$ cat src/rtl/gray_counter_if.sv
// Control and status bundle for the up/down Gray counter.
// master: drives en/up_dn/load/load_gray; slave: returns gray/binary/tc/sat.
interface gray_counter_if #(
  parameter int WIDTH = 4
);
  logic             en;
  logic             up_dn;
  logic             load;
  logic [WIDTH-1:0] load_gray;
  logic [WIDTH-1:0] gray;
  logic [WIDTH-1:0] binary;
  logic             tc;
  logic             sat;

  modport master (
    output en, up_dn, load, load_gray,
    input  gray, binary, tc, sat
  );

  modport slave (
    input  en, up_dn, load, load_gray,
    output gray, binary, tc, sat
  );
endinterface

$ cat src/rtl/gray_counter.sv
// Up/down counter keeping a binary count and a registered Gray view.
// Ports: clk, rst_n (async low), bus (slave): en/up_dn/load/load_gray in; gray/binary/tc/sat out.
module gray_counter #(
  parameter int WIDTH = 4,
  parameter bit WRAP  = 1'b1
) (
  input  logic          clk,
  input  logic          rst_n,
  gray_counter_if.slave bus
);

  localparam logic [WIDTH-1:0] MAXV = '1;
  localparam logic [WIDTH-1:0] ONE  = WIDTH'(1);

  logic [WIDTH-1:0] b_q, b_d;
  logic [WIDTH-1:0] gray_q, gray_d;
  logic [WIDTH-1:0] ld_bin;
  logic             tc_q, tc_d;
  logic             sat_q, sat_d;
  logic             do_load, do_up, do_dn;

  // Binary bit i is the XOR of all Gray bits at or above i.
  always_comb begin
    ld_bin = '0;
    for (int i = 0; i < WIDTH; i++) begin
      ld_bin[i] = ^(bus.load_gray >> i);
    end
  end

  assign do_load = bus.load;
  assign do_up   = !bus.load && bus.en && bus.up_dn;
  assign do_dn   = !bus.load && bus.en && !bus.up_dn;

  always_comb begin
    b_d   = b_q;
    tc_d  = 1'b0;
    sat_d = sat_q;
    unique case (1'b1)
      do_load: begin
        b_d   = ld_bin;
        sat_d = 1'b0;
      end
      do_up: begin
        if (b_q == MAXV) begin
          if (WRAP) begin
            b_d  = '0;
            tc_d = 1'b1;
          end else begin
            sat_d = 1'b1;
          end
        end else begin
          b_d   = b_q + ONE;
          sat_d = 1'b0;
        end
      end
      do_dn: begin
        if (b_q == '0) begin
          if (WRAP) begin
            b_d  = MAXV;
            tc_d = 1'b1;
          end else begin
            sat_d = 1'b1;
          end
        end else begin
          b_d   = b_q - ONE;
          sat_d = 1'b0;
        end
      end
      default: ;
    endcase
  end

  // Gray is registered from the next count so both views stay aligned.
  assign gray_d = b_d ^ (b_d >> 1);

  always_ff @(posedge clk or negedge rst_n) begin
    if (!rst_n) begin
      b_q    <= '0;
      gray_q <= '0;
      tc_q   <= 1'b0;
      sat_q  <= 1'b0;
    end else begin
      b_q    <= b_d;
      gray_q <= gray_d;
      tc_q   <= tc_d;
      sat_q  <= sat_d;
    end
  end

  assign bus.gray   = gray_q;
  assign bus.binary = b_q;
  assign bus.tc     = tc_q;
  assign bus.sat    = sat_q;

endmodule

$ cat src/flat_wrapper.sv
// flat-port wrapper written by rule: the top's interface ports become plain ports
module gray_counter_flat 
#(
  parameter int WIDTH = 4,
  parameter bit WRAP  = 1'b1
)
  (clk, rst_n, bus_en, bus_up_dn, bus_load, bus_load_gray, bus_gray, bus_binary, bus_tc, bus_sat);
  gray_counter_if #(.WIDTH(WIDTH)) bus_i ();
  input  logic clk;
  input  logic rst_n;
  input wire logic [$bits(bus_i.en)-1:0] bus_en;
  input wire logic [$bits(bus_i.up_dn)-1:0] bus_up_dn;
  input wire logic [$bits(bus_i.load)-1:0] bus_load;
  input wire logic [$bits(bus_i.load_gray)-1:0] bus_load_gray;
  output wire logic [$bits(bus_i.gray)-1:0] bus_gray;
  output wire logic [$bits(bus_i.binary)-1:0] bus_binary;
  output wire logic [$bits(bus_i.tc)-1:0] bus_tc;
  output wire logic [$bits(bus_i.sat)-1:0] bus_sat;
  assign bus_i.en = bus_en;
  assign bus_i.up_dn = bus_up_dn;
  assign bus_i.load = bus_load;
  assign bus_i.load_gray = bus_load_gray;
  assign bus_gray = bus_i.gray;
  assign bus_binary = bus_i.binary;
  assign bus_tc = bus_i.tc;
  assign bus_sat = bus_i.sat;
  gray_counter #(.WIDTH(WIDTH), .WRAP(WRAP)) u_core (.clk(clk), .rst_n(rst_n), .bus(bus_i));
endmodule
$ cat config.mk
export PLATFORM = sky130hd
export DESIGN_NAME = gray_counter_flat
export DESIGN_NICKNAME = d
export VERILOG_FILES = /design/src/rtl/gray_counter_if.sv /design/src/rtl/gray_counter.sv /design/src/flat_wrapper.sv
export SDC_FILE = /design/constraint.sdc
export NUM_CORES = 1
export LEC_CHECK = 0
export ABC_AREA = 1
export BUFFER_PORTS_ARGS = -buffer_cell sky130_fd_sc_hd__buf_2
export CAP_MARGIN = 25
export CORE_ASPECT_RATIO = 1.25
export CORE_MARGIN = 4
export CORE_UTILIZATION = 30
export DETAILED_ROUTE_END_ITERATION = 6
export SLEW_MARGIN = 20
export SYNTH_ARGS = -nofsm -noshare
export SYNTH_HDL_FRONTEND = slang
export SYNTH_SLANG_ARGS = --single-unit
export TNS_END_PERCENT = 5
$ cat constraint.sdc
create_clock -name clk -period 1.44 [get_ports clk]
set_input_delay 0.288 -clock clk [delete_from_list [all_inputs] [get_ports clk]]
set_output_delay 0.288 -clock clk [all_outputs]
set_load 0.05 [all_outputs]
# Yosys cells after proc, flatten, opt, wreduce, memory -nomap -nowiden
# Index checks and enable logic that the tools add are counted.
# totals
ff_bits	10
word_cells	31
# classes
eq_ne	3
muxes	9
bitwise	1
add_sub_neg	2
reduce_logical	12
# op_table
op	count
$reduce_xor A4 Y1	4
$pmux W4 S3	1
$mux W4	2
$add A4 B1 Y4 const B	1
$eq A4 B4 Y1 const B	1
$logic_not A4 Y1	1
$mux W1	4
$ne A2 B2 Y1 const B	2
$sub A4 B1 Y4 const B	1
$xor A4 B3 Y4	1
$logic_and A1 B1 Y1	3
$pmux W1 S3	1
$reduce_and A3 Y1	1
$reduce_bool A3 Y1	1
$logic_not A1 Y1	2
$pmux W1 S2	1

# Logic depth before layout (Yosys ltp)
# Gate-level depths: netlist of the first run.
# logic_depth
ltp_word	5
depth_mapped	10
depth_no_buf	10

# Least setup slack after synthesis of the first run
# OpenSTA, ideal clock, no wires.
# synth_path
kind	register to register
start	register u_core.b_q[0], in the netlist u_core.bus.binary[0]
end	register u_core.gray_q[0], in the netlist u_core.bus.gray[0]
setup_time_ns	0.117
setup_slack_ns	-0.309
t_arrival_ns	1.632
path_stages_with_launch	10
t_required_ns	1.323
path_cell_list	dfrtp_1 -> inv_1 -> ha_1 -> nand3_2 -> nand2_1 -> nand2_1 -> nand2_1 -> nand3b_4 -> nand2_1 -> nand2_1
# synth_via
elab_chain_cells	4
elab_cells_between_ends	8
# synth_lines
element	line	source
start, declared	gray_counter.sv:15	logic [WIDTH-1:0] b_q, b_d;
start signal, assigned	gray_counter.sv:78	b_q <= '0;
start signal, assigned	gray_counter.sv:83	b_q <= b_d;
$sub A4 B1 Y4, or another cell as far along	gray_counter.sv:65	b_d = b_q - ONE;
$mux W4 (on tied branches)	gray_counter.sv:57, gray_counter.sv:44	
$pmux W4 S3 *	gray_counter.sv:38	unique case (1'b1)
named net u_core.b_d[0]	gray_counter.sv:15	
$xor A4 B3 Y4 *	gray_counter.sv:74	assign gray_d = b_d ^ (b_d >> 1);
named net u_core.gray_d[0]	gray_counter.sv:16	logic [WIDTH-1:0] gray_q, gray_d;
end signal, assigned	gray_counter.sv:84	gray_q <= gray_d;
end, declared	gray_counter.sv:16	
# The timed path passes the listed nets; every way through them passes the cells marked *.
# A chain may end at the register's enable or synchronous reset.

# Final worst setup path of the first run
# layout_path
start	register u_core.b_q[3], in the netlist u_core.bus.binary[3]
end	output port bus_binary[3]
# layout_lines
element	line	source
end, declared	flat_wrapper.sv:16	output wire logic [$bits(bus_i.binary)-1:0] bus_binary;
# No word-level cell between the ends.

==> metrics, run 1 <==
Setup crit start kind register; DRT Pass-1 Iters 4; via count 654; Synth area leaders dfrtp_1 29%, nand2_1 15%, nand3_1 7.4%, nand3_2 7.4%, inv_1 6.1%; Max Fclk 733 MHz; share of cells above drive strength 1 0.400; crit-path leading delay family flip-flops; CP Capture Type primary output; critical path class reg -> out; crit path cell chain buf_2; first-pass GRT wire length 2.42 mm; WP buf/inv 1; max incr delay on CP 500 ps; Vias/cell 4.48; skew final 3.04 ps; pwr/cell area 1490 nW/um^2; Distinct cells, synth 24; setup violators final 0; Ys Warns 0; outcome complete, no violations; DRC Markers 0; IO Count 19; Synth Cell Area 679 um^2; minimum clock period 1360 ps; post-synth top area cell dfrtp_1; Slew Viols, Final 0; IO Port Bufs 17; Synth top cells by count 28 x nand2_1, 11 x inv_1, 10 x nand3_1; Synth Instances 95; Mean Syn Cell Area 7.15 um^2; largest net degree at the start of global routing 10; initial core utilization 0.311; MaxCap Viol Count 0; Util after Layout 0.401; area fraction of the dominant cell type after synthesis 0.295; CP max FO 8; Final Hold Slack 385 ps; DR iter-0 viols 10; Post-synth ARST share 1.00; vias in the first global route 596; Area growth syn-to-layout 29.1%; later-pin clock latency in the skew report 260 ps; leakage 0.471 nW; total die area 3090 um^2; CTS Sinks 8; Worst path slowest cell dfrtp_1; drt total wl 1.50 mm; syn_nets 106; H-tree levels 1; #FFs+latches synth 8; Tcrit/Tclk final 0.947; routed len/inst 10.3 um; Post-synth EDFFs 0; Worst EP arrival 1080 ps; clk root buf clkbuf_4; Overflow after GRT 0; CTS tree yes; n_diodes 0; Worst-path clk slew 60 ps; Peak supply drop 0.674 mV; Main synth FF type dfrtp_1; Max Buffers Root-to-Sink 2; Hold Fails Final Rpt 0; hpwl dp 1.19 mm; initial antenna violation count 0; Seq/Total Area, Yosys 0.295; number of nets in the layout 127; Critical Path RT 1150 ps; GRT Overall Usage 0.106; Num CTS Buffers 3; Routed Antenna Nets 0; num rows 19; HP Class in -> reg; Die W 50.6 um; Die H 61.2 um; GPL Wtd Cong 0.804; most common cell in the netlist nand2_1; core area 2190 um^2
state kept, by name, indices dropped and copies added (netlist names):
signal / cells
u_core.bus.binary: 4
u_core.bus.gray: 3
u_core.bus.tc: 1
worst min-delay path, cell delays in order:
cell	delay, ps
buf_2	120
nor2_4	70
inv_1	50
o22ai_1	70
layout make-up:
| type | instances | area, um^2 |
|---|---|---|
| clock buffers | 4 | 26.3 |
| fillers | 247 | 1310 |
| inverters | 16 | 62.6 |
| multi-input cells | 68 | 443 |
| flip-flops and latches | 8 | 204 |
| well taps | 31 | 38.8 |
| repair buffers | 19 | 103 |
per-layer routing:
layer	share of wire	track usage	wire length, um	vias to the layer above
met5	0	0	0	-
li1	-	-	-	339
met3	0.040	0.0145	60	2
met1	0.42	0.117	626	297
met4	0.017	0.0692	26	0
met2	0.53	0.192	790	16
worst paths after layout:
path	start	endpoint	slack, ps	depth (start not counted)
max in group asynchronous	rst_n	u_core.bus.binary[1]	860	2
min in group asynchronous	rst_n	u_core.bus.binary[2]	400	2
setup reg to reg	u_core.bus.binary[0]	u_core.bus.gray[1]	80	8
hold reg to reg	u_core.bus.binary[1]	u_core.bus.binary[1]	680	2
setup / recovery	u_core.bus.binary[3]	bus_binary[3]	80	1
hold / removal	bus_up_dn	u_core.bus.tc	380	4
per-stage QoR:
stage          cell area [um^2]  total power (W)  setup slack [ps]  TNS, ps  std cells
5_1_grt                     877          0.00142             -7.06    -11.7        146
3_3_place_gp                797          0.00107              49.5        0        140
6_report                    877          0.00131              76.1        0        146
4_1_cts                     833          0.00128              26.9        0        145
3_5_place_dp                797          0.00109              36.4        0        140
2_1_floorplan               696         0.000940             -16.1    -16.1         95
kinds of logic (layout without fill, tap and decap cells):
family	after synthesis	in the layout	synth area share
compound gates	5	5	0.0442
xor+xnor	3	3	0.0387
fa+ha+maj	2	2	0.0368
buf+inv	19	39	0.122
flops	8	8	0.295
other cells	1	1	0.00552
simple gates	57	57	0.459
where the power goes:
group	internal (W)	total, W	switching, W
clock network	0.000107	0.000192	0.0000851
registers	0.000294	0.000369	0.0000757
logic	0.000233	0.000748	0.000515
total	0.000633	0.00131	0.000675
what timing repair did:
item	CTS	global route
endpoints found under the hold margin	8	0
buffers inserted	0	1
endpoints found under the setup margin	0	3
resized for setup	0	7
hold buffers	1	0
placed cells by master, fill, tap and decap left out, types with 2 or more instances in the layout:
cell type	n
dfrtp_2	3
nand3_1	9
nor2_1	5
inv_1	10
buf_2	17
inv_2	4
nand2_2	3
clkbuf_4	3
nand3_2	6
nand2_4	2
xor2_1	2
dfrtp_1	5
nand2_1	27
ha_4	2
a21oi_1	2
Note: power is estimated with default switching activity, not from simulation.
==> run 2, diff against run 1 <==
CTS_BUF_LIST = sky130_fd_sc_hd__clkbuf_16   (was default)
==> run 2 against run 1 <==
Critical endpoint is now u_core.bus.gray[1]. Critical path depth increased by 7. Via count unchanged. Sequential power decreased by 1%. Design area increased by 3.4%. Count of clock-buffer cells in the layout decreased by 1. Hold slack improved by 18 ps. Register-to-register slack improved by 20 ps. Die area unchanged. Final cell count unchanged. Power increased by 20%.
==> metrics, run 2 (synthesized netlist as in run 1, its figures left out) <==
Vias/cell 4.48 (unchanged); CP Capture Type register (was primary output); Setup crit start kind register (unchanged); n_diodes 0 (unchanged); first-pass GRT wire length 2.42 mm (about the same); Area growth syn-to-layout 33.5% (was 29.1%); DRC Markers 0 (unchanged); H-tree levels 1 (unchanged); Peak supply drop 0.734 mV (was 0.674 mV); drt total wl 1.46 mm (was 1.50 mm); share of cells above drive strength 1 0.383 (was 0.400); minimum clock period 1350 ps (was 1360 ps); Worst EP arrival 1460 ps (was 1080 ps); most common cell after layout, fill and taps aside nand2_1 (unchanged); most frequent cells in the layout 28 x nand2_1, 17 x buf_2, 11 x inv_1 (was 27 x nand2_1, 17 x buf_2, 10 x inv_1); critical path class reg -> reg (was reg -> out); max reg flops 4 (unchanged); DRT met1 WL 610 um (was 626 um); Overflow after GRT 0 (unchanged); final worst slack 91.3 ps (was 76.1 ps); CP max FO 7 (was 8); Die W 50.6 um (unchanged); MaxCap Viol Count 0 (unchanged); DRT Pass-1 Iters 4 (unchanged); met2 wire length 760 um (was 790 um); RSZ-0062 raised after global routing yes; number of nets in the layout 127 (unchanged); routed len/inst 10.0 um (was 10.3 um); skew final 1.73 ps (was 3.04 ps); GPL Wtd Cong 0.804 (unchanged); DR iter-0 viols 10 (unchanged); largest net degree at the start of global routing 10 (unchanged); vias in the first global route 599 (was 596); Max Buffers Root-to-Sink 2 (unchanged); later-pin clock latency in the skew report 230 ps (was 260 ps); Critical Path RT 1560 ps (was 1150 ps); leakage 0.484 nW (was 0.471 nW); Overall Power 0.00157 W (was 0.00131 W); GRT Overall Usage 0.105 (was 0.106); core area 2190 um^2 (unchanged); clk root buf clkbuf_16 (was clkbuf_4); Hold Fails Final Rpt 0 (unchanged); pwr/cell area 1730 nW/um^2 (was 1490 nW/um^2); DR WL met3 71 um (was 60 um); Place WS 36.4 ps (unchanged); outcome complete, no violations (unchanged); total negative slack for setup checks 0 ps (unchanged); Final Hold Slack 403 ps (was 385 ps); via count 654 (unchanged); IO Port Bufs 17 (unchanged); initial core utilization 0.311 (unchanged); total die area 3090 um^2 (unchanged); HP Class in -> reg (unchanged); num rows 19 (unchanged); CTS tree yes (unchanged); Max Fclk 741 MHz (was 733 MHz); Tcrit/Tclk final 0.937 (was 0.947); initial antenna violation count 0 (unchanged); Num CTS Buffers 3 (unchanged); Routed Antenna Nets 0 (unchanged); IO Count 19 (unchanged); Worst-path clk slew 40 ps (was 60 ps); top layer reached by signal wires met4 (unchanged); Die H 61.2 um (unchanged); hpwl dp 1.19 mm (unchanged); CTS Sinks 8 (unchanged); setup violators final 0 (unchanged); Slew Viols, Final 0 (unchanged)
[run 2: critical path: stages, from the launching register on]
cell and delay, ps:
dfrtp_2 440, inv_1 110, ha_4 160, inv_1 40, nand2_1 50, nand2_1 70, nand2_2 100, nand4_4 100
xor2_1 170
[run 2: power breakdown]
part	internal [W]	switching (W)	leakage [nW]	total, W
clock network	0.000362	0.000114	0.0423	0.000476
logic	0.000226	0.000504	0.349	0.000730
registers	0.000295	0.0000689	0.0929	0.000364
[run 2: metal layers]
| layer | track usage | vias up |
|---|---|---|
| met5 | 0 | - |
| met4 | 0.0577 | 0 |
| met3 | 0.0145 | 2 |
| met2 | 0.192 | 17 |
| met1 | 0.117 | 298 |
| li1 | - | 337 |
[run 2: final timing paths]
check                      cells past startpoint                    to            startpoint  slack, ps
setup / recovery                               8    u_core.bus.gray[1]  u_core.bus.binary[1]         90
hold / removal                                 4         u_core.bus.tc             bus_up_dn        400
setup reg to reg                               8    u_core.bus.gray[1]  u_core.bus.binary[1]         90
hold reg to reg                                2  u_core.bus.binary[1]  u_core.bus.binary[1]        660
max in group asynchronous                      2  u_core.bus.binary[1]                 rst_n        820
min in group asynchronous                      2  u_core.bus.binary[2]                 rst_n        430
[run 2: per-stage QoR]
stage | std cells | area [um^2] | util
detailed placement | 140 | 797 | 0.364
global placement | 140 | 797 | 0.364
global route | 146 | 907 | 0.415
CTS | 145 | 886 | 0.405
floorplan | 95 | 696 | -
finish | 146 | 907 | 0.415
[run 2: area by class of cell]
type | count | area [um^2]
fill | 245 | 1280
multi-input combinational | 68 | 420
sequential | 8 | 204
timing repair buffer | 19 | 103
clock buffer | 3 | 75.1
inverter | 16 | 62.6
tap | 31 | 38.8
clock inverter | 1 | 3.75
[run 2: repair_timing]
| action | CTS | global route |
|---|---|---|
| buffers inserted | 0 | 1 |
| endpoints found under the setup margin | 0 | 3 |
| hold endpoints to repair | 8 | 0 |
| resized for setup | 0 | 3 |
| hold buffers | 1 | 0 |
==> run 3, diff against run 2 <==
ABC_AREA = default   (was 1)
==> run 3 against run 2 <==
Count of clock-buffer cells in the layout is the same. Hold slack better by 18 ps. Critical endpoint is now u_core.bus.gray[0]. The run now ends with negative setup slack left. Non-clock buffer count grew 14. Highest routed layer unchanged. Critical path type unchanged.
==> metrics, run 3 <==
Post-Synth Adder-Cell Area 0.0467 (was 0.0368); most common cell in the netlist dfrtp_1 (was nand2_1); failing checks negative setup slack; drt total wl 1.31 mm (was 1.46 mm); Synth Instances 55 (was 95); num rows 16 (was 19); area fraction of the dominant cell type after synthesis 0.374 (was 0.295); met2 Usage GRT 0.190 (was 0.192); H-tree levels 1 (unchanged); routed len/inst 12.4 um (was 10.0 um); Main synth FF type dfrtp_1 (unchanged); minimum clock period 1650 ps (was 1350 ps); global-route met3 utilization 0.0325 (was 0.0145); xor/xnor share of the synthesized area 0.157 (was 0.0387); post-route design area 852 um^2 (was 907 um^2); largest net degree at the start of global routing 9 (was 10); Post-DP Area 728 um^2 (was 797 um^2); Max Fclk 604 MHz (was 741 MHz); core area 1620 um^2 (was 2190 um^2); n_diodes 0 (unchanged); HP Class in -> reg (unchanged); most common cell after layout, fill and taps aside buf_2 (was nand2_1); CTS tree yes (unchanged); met1 Use GR 0.151 (was 0.117); Distinct cells, synth 25 (was 24); clk root buf clkbuf_16 (unchanged); CP max FO 5 (was 7); Simple-Gate Fraction of Synth Area 0.145 (was 0.459); Die H 55.2 um (was 61.2 um); Setup crit start kind register (unchanged); Die W 45.8 um (was 50.6 um); DR iter-0 viols 11 (was 10); IO Port Bufs 17 (unchanged); #FFs+latches synth 8 (unchanged); Area growth syn-to-layout 59.1% (was 33.5%); number of nets in the layout 101 (was 127); Tcrit/Tclk final 1.15 (was 0.937); Synth top cells by count 8 x dfrtp_1, 6 x xnor2_1, 5 x inv_1, 5 x nand2_1, 5 x o21ai_0 (was 28 x nand2_1, 11 x inv_1, 10 x nand3_1); Post-synth ARST share 1.00 (unchanged); MaxCap Viol Count 0 (unchanged); Hold Fails Final Rpt 0 (unchanged); syn_nets 66 (was 106); GPL Wtd Cong 0.798 (was 0.804); total die area 2530 um^2 (was 3090 um^2); setup violators final 6 (was 0); DP Cell Count 99 (was 140); gr busiest metal met2 (unchanged); via count 514 (was 654); vias in the first global route 554 (was 599); DRT Pass-1 Iters 4 (unchanged); Peak supply drop 0.641 mV (was 0.734 mV); critical path class reg -> reg (unchanged); Worst-path clk slew 40 ps (about the same); Post-synth EDFFs 0 (unchanged); leakage 0.414 nW (was 0.484 nW); hpwl dp 1.06 mm (was 1.19 mm); DRC Markers 0 (unchanged); Critical Path RT 1590 ps (was 1560 ps); Slew Viols, Final 0 (unchanged); most frequent cells in the layout 17 x buf_2, 15 x buf_4, 6 x xnor2_1, 6 x dfrtp_1, 5 x nand2_1 (was 28 x nand2_1, 17 x buf_2, 11 x inv_1); Overflow after GRT 0 (unchanged); initial core utilization 0.330 (was 0.311); Fill cells 155 (was 245); first-pass GRT wire length 2.30 mm (was 2.42 mm); Routed Antenna Nets 0 (unchanged); post-synth top area cell dfrtp_1 (unchanged); IO Count 19 (unchanged); Vias/cell 4.85 (was 4.48); final worst slack -214 ps (was 91.3 ps); total negative slack for setup checks -814 ps (was 0 ps); compound-cell area share of the yosys netlist 0.159 (was 0.0442); skew final 1.69 ps (was 1.73 ps); CTS Sinks 8 (unchanged); Synth Cell Area 536 um^2 (was 679 um^2); outcome complete, but fails checks (was complete, no violations); RSZ-0062 raised after global routing yes (unchanged); initial antenna violation count 0 (unchanged); GRT Overall Usage 0.122 (was 0.105); CP Capture Type register (unchanged); Num CTS Buffers 3 (unchanged); pwr/cell area 1670 nW/um^2 (was 1730 nW/um^2); largest family of logic cells by synthesized area compound AO/OA/AOI/OAI gates (was simple AND/OR/NAND/NOR gates); Max Buffers Root-to-Sink 2 (unchanged); Layout Cells excl Fill 106 (was 146); Worst EP arrival 1810 ps (was 1460 ps); share of cells above drive strength 1 0.523 (was 0.383); post-synthesis mux area share 0.0397 (was 0); later-pin clock latency in the skew report 230 ps (about the same); Seq/Total Area, Yosys 0.374 (was 0.295); max reg flops 4 (unchanged); Mean Syn Cell Area 9.74 um^2 (was 7.15 um^2); Synth area leaders dfrtp_1 37%, xnor2_1 9.8%, ha_1 4.7%, o21ai_0 4.7%, xnor3_1 4.2% (was dfrtp_1 29%, nand2_1 15%, nand3_1 7.4%, nand3_2 7.4%, inv_1 6.1%); Ys Warns 0 (unchanged)
-- run 3: cell count changes in the layout (fill, tap and decap cells not counted), moves of 3 or more --
cell     change
nand3_2      -4
nand2_2      -3
xnor2_1      +5
inv_1        -8
buf_4       +14
nand2_1     -23
nand3_1      -8
nor2_1       -5
-- run 3: area by class of cell --
type                       count  area [um^2]  area share
sequential                     8          203       0.238
timing repair buffer          33          208       0.244
tap                           18         22.5      0.0264
multi-input combinational     39          325       0.382
inverter                       5         18.8      0.0220
clock buffer                   3         75.1      0.0881
-- run 3: power by group --
group	total [W]	internal, W	switching, W	leakage (nW)
registers	0.000319	0.000283	0.0000365	0.0932
logic	0.000641	0.000240	0.000401	0.284
clock network	0.000461	0.000357	0.000103	0.0370
total	0.00142	0.000880	0.000541	0.414
-- run 3: routing by layer --
metal	up-vias	share of wire
li1	255	-
met1	239	0.41
met2	18	0.52
met3	2	0.057
met4	0	0.0099
met5	-	0
-- run 3: what timing repair did --
| item | CTS | global route |
|---|---|---|
| endpoints found under the setup margin | 7 | 6 |
| endpoints found under the hold margin | 8 | 0 |
| resized for setup | 3 | 2 |
| hold buffers | 1 | 0 |
| buffers inserted | 3 | 0 |
| pin swaps | 2 | 0 |
-- run 3: stage by stage --
| stage | total power [W] | hold WS (ps) | util | worst slack [ps] |
|---|---|---|---|---|
| 6_report | 0.00142 | 421 | 0.525 | -214 |
| 5_1_grt | 0.00150 | 431 | 0.525 | -306 |
| 4_1_cts | 0.00142 | 414 | 0.521 | -205 |
| 3_5_place_dp | 0.000925 | 133 | 0.449 | -250 |
| 3_3_place_gp | 0.000918 | 132 | 0.449 | -211 |
| 2_1_floorplan | 0.000741 | -7.59 | - | -319 |
-- run 3: worst max-delay path: stages, from the launching register on --
cell and delay [ps]:
dfrtp_2 430, inv_2 70, ha_4 120, or4b_4 460, nand3_2 80, o211ai_2 80
a21boi_2 180, xor2_1 150
-- run 3: worst paths after layout --
kind	slack, ps	start	cells past startpoint	to
max in group asynchronous	830	rst_n	2	u_core.bus.binary[1]
min in group asynchronous	430	rst_n	2	u_core.bus.tc
min reg2reg	690	u_core.bus.binary[2]	2	u_core.bus.tc
max reg2reg	-210	u_core.bus.binary[0]	7	u_core.bus.gray[0]
min	420	bus_up_dn	3	u_core.bus.tc
max	-210	u_core.bus.binary[0]	7	u_core.bus.gray[0]
-- run 3: cells by family after synthesis --
family          count (synthesis)
xor+xnor                        8
compound gates                 12
fa+ha+maj                       2
other cells                     1
simple gates                   14
flops                           8
mux                             2
buf+inv                         8
